`src/rtl/shift_add_multiplier_8b.sv`:
```
// Sequential unsigned shift-and-add multiplier that sequences operands into an external WIDTH-bit adder.
// Optional MUL_ZERO_SKIP_EN: a start with a zero operand goes straight to DONE with P=0.
module shift_add_multiplier_8b #(
    parameter int WIDTH = 8
) (
    input  logic               clk,
    input  logic               rst,
    input  logic               start,
    input  logic [WIDTH-1:0]   A,
    input  logic [WIDTH-1:0]   B,
    output logic               busy,
    output logic               done,
    output logic [2*WIDTH-1:0] P,
    output logic [WIDTH-1:0]   add_a,
    output logic [WIDTH-1:0]   add_b,
    output logic               add_cin,
    input  logic [WIDTH-1:0]   add_s,
    input  logic               add_cout
);
    localparam int CNT_W = $clog2(WIDTH + 1);

    typedef enum logic [1:0] {
        IDLE = 2'd0,
        BUSY = 2'd1,
        DONE = 2'd2
    } state_t;

    state_t               state_q;
    logic [WIDTH-1:0]     m_q;
    logic [WIDTH-1:0]     acc_q;
    logic [WIDTH-1:0]     q_q;
    logic [CNT_W-1:0]     cnt_q;
    logic [2*WIDTH-1:0]   p_q;
    logic                 busy_q;
    logic                 done_q;
    logic [2*WIDTH-1:0]   acc_d;
    logic                 zero_op;

    // Adder carry becomes the new accumulator MSB as the pair shifts right.
    always_comb begin
        add_a   = '0;
        add_b   = '0;
        add_cin = 1'b0;
        if (state_q == BUSY) begin
            add_a = acc_q;
            add_b = q_q[0] ? m_q : '0;
        end
        acc_d = {add_cout, add_s, q_q[WIDTH-1:1]};
    end

`ifdef MUL_ZERO_SKIP_EN
    assign zero_op = (A == '0) || (B == '0);
`else
    assign zero_op = 1'b0;
`endif

    always_ff @(posedge clk) begin
        if (rst) begin
            state_q <= IDLE;
            m_q     <= '0;
            acc_q   <= '0;
            q_q     <= '0;
            cnt_q   <= '0;
            p_q     <= '0;
            busy_q  <= 1'b0;
            done_q  <= 1'b0;
        end else begin
            case (state_q)
                IDLE: begin
                    if (start) begin
                        if (zero_op) begin
                            p_q     <= '0;
                            state_q <= DONE;
                            done_q  <= 1'b1;
                        end else begin
                            m_q     <= A;
                            q_q     <= B;
                            acc_q   <= '0;
                            cnt_q   <= '0;
                            state_q <= BUSY;
                            busy_q  <= 1'b1;
                        end
                    end
                end
                BUSY: begin
                    {acc_q, q_q} <= acc_d;
                    cnt_q        <= cnt_q + 1'b1;
                    if (cnt_q == CNT_W'(WIDTH - 1)) begin
                        p_q     <= acc_d;
                        state_q <= DONE;
                        busy_q  <= 1'b0;
                        done_q  <= 1'b1;
                    end
                end
                DONE: begin
                    state_q <= IDLE;
                    done_q  <= 1'b0;
                end
                default: begin
                    state_q <= IDLE;
                    busy_q  <= 1'b0;
                    done_q  <= 1'b0;
                end
            endcase
        end
    end

    assign busy = busy_q;
    assign done = done_q;
    assign P    = p_q;
endmodule

```
`config.mk`:
```
export PLATFORM = sky130hd
export DESIGN_NAME = shift_add_multiplier_8b
export DESIGN_NICKNAME = d
export VERILOG_FILES = /design/src/rtl/shift_add_multiplier_8b.sv
export SDC_FILE = /design/constraint.sdc
export NUM_CORES = 1
export LEC_CHECK = 0
export CORE_MARGIN = 4
export CORE_UTILIZATION = 35
export CTS_CLUSTER_DIAMETER = 120
export DETAILED_ROUTE_END_ITERATION = 6
export DONT_BUFFER_PORTS = 1
export PLACE_DENSITY = 0.5
export SKIP_CTS_REPAIR_TIMING = 1
export SLEW_MARGIN = 20
export SYNTH_ARGS = -nofsm -noshare
export SYNTH_HDL_FRONTEND = slang
export SYNTH_SLANG_ARGS = --single-unit
```
`constraint.sdc`:
```
create_clock -name clk -period 1.74 [get_ports clk]
set_input_delay 0.174 -clock clk [delete_from_list [all_inputs] [get_ports clk]]
set_output_delay 0.174 -clock clk [all_outputs]
set_load 0.1 [all_outputs]
```
==> impl_results.md, run 1 <==
* Status: finished, final reports clean
* Crit-path max cell delay at 0.42 ns
* Setup-failing EPs final at 0
* Root buffer cell: clkbuf_8
* Clock latency at the later pin of the worst-skew pair at 0.30 ns
* Final WL at 4590 um
* Core region area at 5140 sq um
* Maximum VDD drop at 0.675 mV
* Yosys Warn Count at 0
* CTS Buffer Depth at 2
* Top cells by area, synth: dfxtp_1 52%, a22o_1 7.5%, nor2_1 4.6%
* Synthesized instance count at 192
* Top-Level Pins at between 60 and 70
* Dpl ws at about 0.27 ns
* Critical Path End Type: primary output
* Largest net degree at the start of global routing at 32
* Share of cells above drive strength 1 at 32.0%
* Register bit total from synthesis at 48
* Final hold viol count at 0
* Vias in the first global route at roughly 1600
* Area Overhead vs Synth at 37.1%
* Final worst slack at around 0.085 ns
* Async SR Flop Fraction at 0%
* Drt drc at 0
* Pwr Total at 2.24 mW
* H-tree levels at 2
* Post-synth top area share at slightly above 50%
* Final core occ at between 40% and 50%
* Pwr dens at ~880 nW/um^2
* CTS tree: yes
* Die W at 80.9 um
* PortBufs at 0
* Syn Area/Cell at just under 10 sq um
* Routability Congestion at 0.770
* Post-synth EDFFs at 0
* Main flop type after synthesis: dfxtp_1
* Yosys cell types at 37
* CP Cell Sequence: nor2b_2 -> buf_4 -> and3_2 -> buf_12
* Setup CP Type: register to primary output
* Clock edge transition at the registers on the reported setup and hold paths at approximately 0.090 ns
* Sink Count at between 40 and 50
* Post-DR vias/cell at about 5.2
* Top delay family on crit path: flip-flops
* DIE HEIGHT at around 81 um
* Num CTS Buffers at 5
* Most frequent cells in the layout: 47 x dfxtp_1, 24 x buf_4, 23 x nor2_1, 17 x buf_12
* Most common cell after layout, fill and taps aside: dfxtp_1
* Drt first pass iters at 4
* Max-cap viol count at 0
* Worst path slowest cell: dfxtp_2
* Detailed placement HPWL at around 3300 um
* Fin crit period at around 1.7 ns
* CP Launch Type: register
* Vias post-DR at 1560
* Worst hold stages at 2
* CP bufs+invs at 2
* Synthesized area at 1860 sq um
* Filler Cell Count at 502
* Antenna cell count at 0
* Hold Crit Class: primary input to register
* Critical path fanouts, max at 12
* Yosys top cell by area: dfxtp_1
* RSZ-0062 raised after global routing: no
* Fin crit share at 95.1%
* Sequential share of the synthesized area at just over 50%
* Max Slew Vio Count at 0
* Nets at between 200 and 300
* Levels on crit path at 4
* Total GRT Usage at roughly 14%
* Leak pwr at 1.05 nW
* Total die area at 6540 sq um
* DR iter-0 viols at 58
* FMAX at between 600 and 700 MHz
* Clk_skew at between 0.01 and 0.015 ns
* Gr ovfl total at 0
* Worst reg-to-reg path cell count at 4
* Net Count, Synth at 221
* Antenna-violating nets left at 0
* CP arrival at around 1.5 ns
* Crit path required time at around 1.6 ns
* Starting Density at between 30 and 40%
* Initial antenna violation count at 0
* DR WL/cell at around 15 um
* First-pass GRT wire length at around 7400 um
* Std cell rows at 26
## cell type report
cell class                 instances  area [sq um]  share of cell area (%)
timing repair buffer              44           551                    21.6
sequential                        48           962                    37.7
clock buffer                       5          68.8                    2.70
tap                               70          87.6                    3.43
clock inverter                     3          42.5                    1.67
inverter                           3          11.3                   0.442
multi-input combinational        128           827                    32.4
## through the flow
stage | TNS (ns) | instances | area, sq um | hold WS [ns]
global placement | 0 | 289 | 2390 | 0.248
floorplan | 0 | 192 | 1880 | 0.307
CTS | -0.318 | 297 | 2500 | -0.0732
finish | 0 | 301 | 2550 | 0.00456
detailed placement | 0 | 289 | 2390 | 0.250
global route | 0 | 301 | 2550 | 0.00286
## layer usage
metal | vias to the layer above | global-route usage (%) | wire [um] | share of wire [%]
li1 | 760 | - | - | -
met1 | 739 | 17.3 | 1990 | 43
met2 | 53 | 22.7 | 2120 | 46
met3 | 8 | 5.76 | 403 | 8.8
met4 | 0 | 4.73 | 82 | 1.8
met5 | - | 0 | 0 | 0
## cells in the mapped netlist (all sizes together) (2+ instances only)
library cell / n
a211oi: 9
a21oi: 12
a22o: 16
a22oi: 9
and2: 8
and3: 8
buf: 9
clkbuf: 4
clkinv: 2
dfxtp: 48
nand2: 16
nand2b: 2
nor2: 23
nor3: 2
o22ai: 5
o2bb2ai: 3
## state kept, by name, summed over array words and instances (netlist names)
signal,flops
P,16
state_q,2
cnt_q,4
busy,1
q_q,8
done,1
acc_q,8
m_q,8
## cell families after synthesis
logic type,Yosys count,synth area share [%]
AND/OR/NAND/NOR,65,18.0
adder cells (fa/ha/maj),1,0.673
AO/OA/AOI/OAI,61,24.4
other,1,0.202
flip-flops,48,51.7
buffers and inverters,16,5.05
## worst paths after layout
path	startpoint	to	slack [ns]
min	A[1]	m_q[1]	0.005
max	state_q[0]	add_b[5]	0.08
max reg2reg	cnt_q[0]	P[14]	0.23
min reg2reg	m_q[1]	m_q[1]	0.45
## power by group
group          leakage [nW]  internal (mW)  switching [mW]
Sequential            0.392           1.14          0.0357
Clock                0.0541          0.425           0.369
Combinational         0.605         0.0995           0.169
(Power assumes the default switching activity.)
==> inputs of run 2 (changes only) <==
--- a/config.mk
+++ b/config.mk
@@ -16,3 +16,4 @@
 export SYNTH_ARGS = -nofsm -noshare
 export SYNTH_HDL_FRONTEND = slang
 export SYNTH_SLANG_ARGS = --single-unit
+export TNS_END_PERCENT = 50
==> run 2 against run 1 <==
First-iteration DRC count is 19% higher; largest power group unchanged; clock power down 13%; sequential cell count stayed put; utilization decreased by 0.85 points; clock skew shrank 0.0084 ns; sequential power about the same; register-to-register slack is essentially flat.
==> impl_results.md, run 2 (synthesis gave the netlist of run 1 again) <==
* Std cell rows at 26
* DIE HEIGHT at between 80 and 90 um
* Top-Level Pins at 63
* R2R Path Start: cnt_q[0]
* Final hold viol count at 0
* RR Endpoint: P[10]
* Largest net degree at the start of global routing at 32
* Worst hold stages at 1
* Num CTS Buffers at 5
* Sink Count at 48
* R2R Setup Slk at 0.22 ns
* CTS Buffer Depth at 2
* Max Slew Vio Count at 0
* Fin crit share at between 90% and 100%
* Final WL at 4770 um
* Total GRT Usage at 14.4%
* Clk_skew at 0.00194 ns
* Post-DR vias/cell at about 5.3
* Max-slew headroom at between 50 and 60%
* DR iter-0 viols at slightly below 70
* Detailed placement HPWL at approximately 3500 um
* Critical path fanouts, max at 8
* Crit-path max cell delay at 0.38 ns
* FMAX at about 630 MHz
* Root buffer cell: clkbuf_8
* Starting Density at between 30% and 40%
* Pwr Total at roughly 2.1 mW
* Hold endpoint: P[8]
* RSZ-0062 raised after global routing: no
* CTS tree: yes
* Layout Cells excl Fill at ~300
* Worst path slowest cell: dfxtp_1
* CP bufs+invs at 2
* Antenna-violating nets left at 0
* Critical hold path startpoint: add_s[1]
* CP Cell Sequence: nor2b_2 -> buf_4 -> and3_1 -> buf_12
* H-tree levels at 2
* Drt drc at 0
* Hold Crit Class: primary input to register
* Clock latency at the later pin of the worst-skew pair at 0.29 ns
* Max reg flops at 16
* Post-Layout Inst Area at between 2000 and 3000 sq um
* Status: finished, final reports clean
* Clock edge transition at the registers on the reported setup and hold paths at ~0.08 ns
* TNS Setup at 0 ns
* Cell count after placement at about 290
* PortBufs at 0
* Maximum VDD drop at between 0.4 and 0.5 mV
* Core region area at approximately 5100 sq um
* Final core occ at between 40 and 50%
* Vias post-DR at approximately 1600
* Fin crit period at 1.59 ns
* Total die area at 6540 sq um
* Worst reg-to-reg path cell count at 5
* Max-cap viol count at 0
* Critical Path End Type: primary output
* Setup-failing EPs final at 0
* Top delay family on crit path: simple AND/OR/NAND/NOR gates
* Setup CP Type: register to primary output
* Leak pwr at 1.04 nW
* Most common cell after layout, fill and taps aside: dfxtp_1
* Nets at ~260
* Most frequent cells in the layout: 48 x dfxtp_1, 23 x nor2_1, 23 x buf_4, 17 x buf_12
* Crit path required time at 1.57 ns
* Worst-Margin Slew at roughly 0.63 ns
* DR WL/cell at approximately 16 um
* Share of cells above drive strength 1 at between 20% and 30%
* CP Launch Type: register
* Vias in the first global route at about 1500
* Initial antenna violation count at 0
* Routability Congestion at around 0.75
* Gr ovfl total at 0
* Drt first pass iters at 4
* Antenna cell count at 0
* DP Area at between 2000 and 2500 sq um
* Area Overhead vs Synth at 34.8%
* First-pass GRT wire length at 7320 um
* Die W at 80.9 um
* Pwr dens at between 800 and 900 nW/um^2
* CP arrival at between 1 and 1.5 ns
run 2: changes by cell type in the layout (fill, tap and decap cells not counted), sizes merged:
cell,delta
clkbuf,+2
buf,-1
bufinv,-1
clkinv,-1
clkinvlp,-1
dlygate4sd3,-1
run 2: metal layers:
layer	wire length (um)	GRT usage (%)	up-vias
met4	39	3.72	0
li1	-	-	761
met3	431	5.99	4
met5	0	0	-
met1	2010	16.9	746
met2	2290	24.1	72
run 2: worst max-delay path by stage:
stage,to,start,cells after the start,slack [ns]
2_1_floorplan,add_a[7],state_q[1],4,-0.04
3_3_place_gp,P[7],cnt_q[0],4,0.34
3_5_place_dp,P[10],cnt_q[0],5,0.25
4_1_cts,add_b[3],state_q[1],4,0.12
5_1_grt,add_b[3],state_q[1],4,0.05
6_report,add_b[3],state_q[1],4,0.15
run 2: per-stage QoR:
step	setup WS [ns]	hold slack [ns]
6_report	0.149	0.0111
5_1_grt	0.0477	0.00000910
4_1_cts	0.123	-0.0651
3_5_place_dp	0.254	0.252
3_3_place_gp	0.343	0.250
2_1_floorplan	-0.0398	0.307
run 2: layout make-up:
type,count,area [sq um]
fill,500,2630
sequential,48,961
multi-input combinational,128,817
timing repair buffer,42,533
clock buffer,7,96.3
tap,70,87.6
inverter,3,11.3
run 2: report_power, final:
group	switching (mW)	internal, mW
logic	0.177	0.0978
clock network	0.338	0.354
registers	0.0316	1.14
total	0.546	1.60
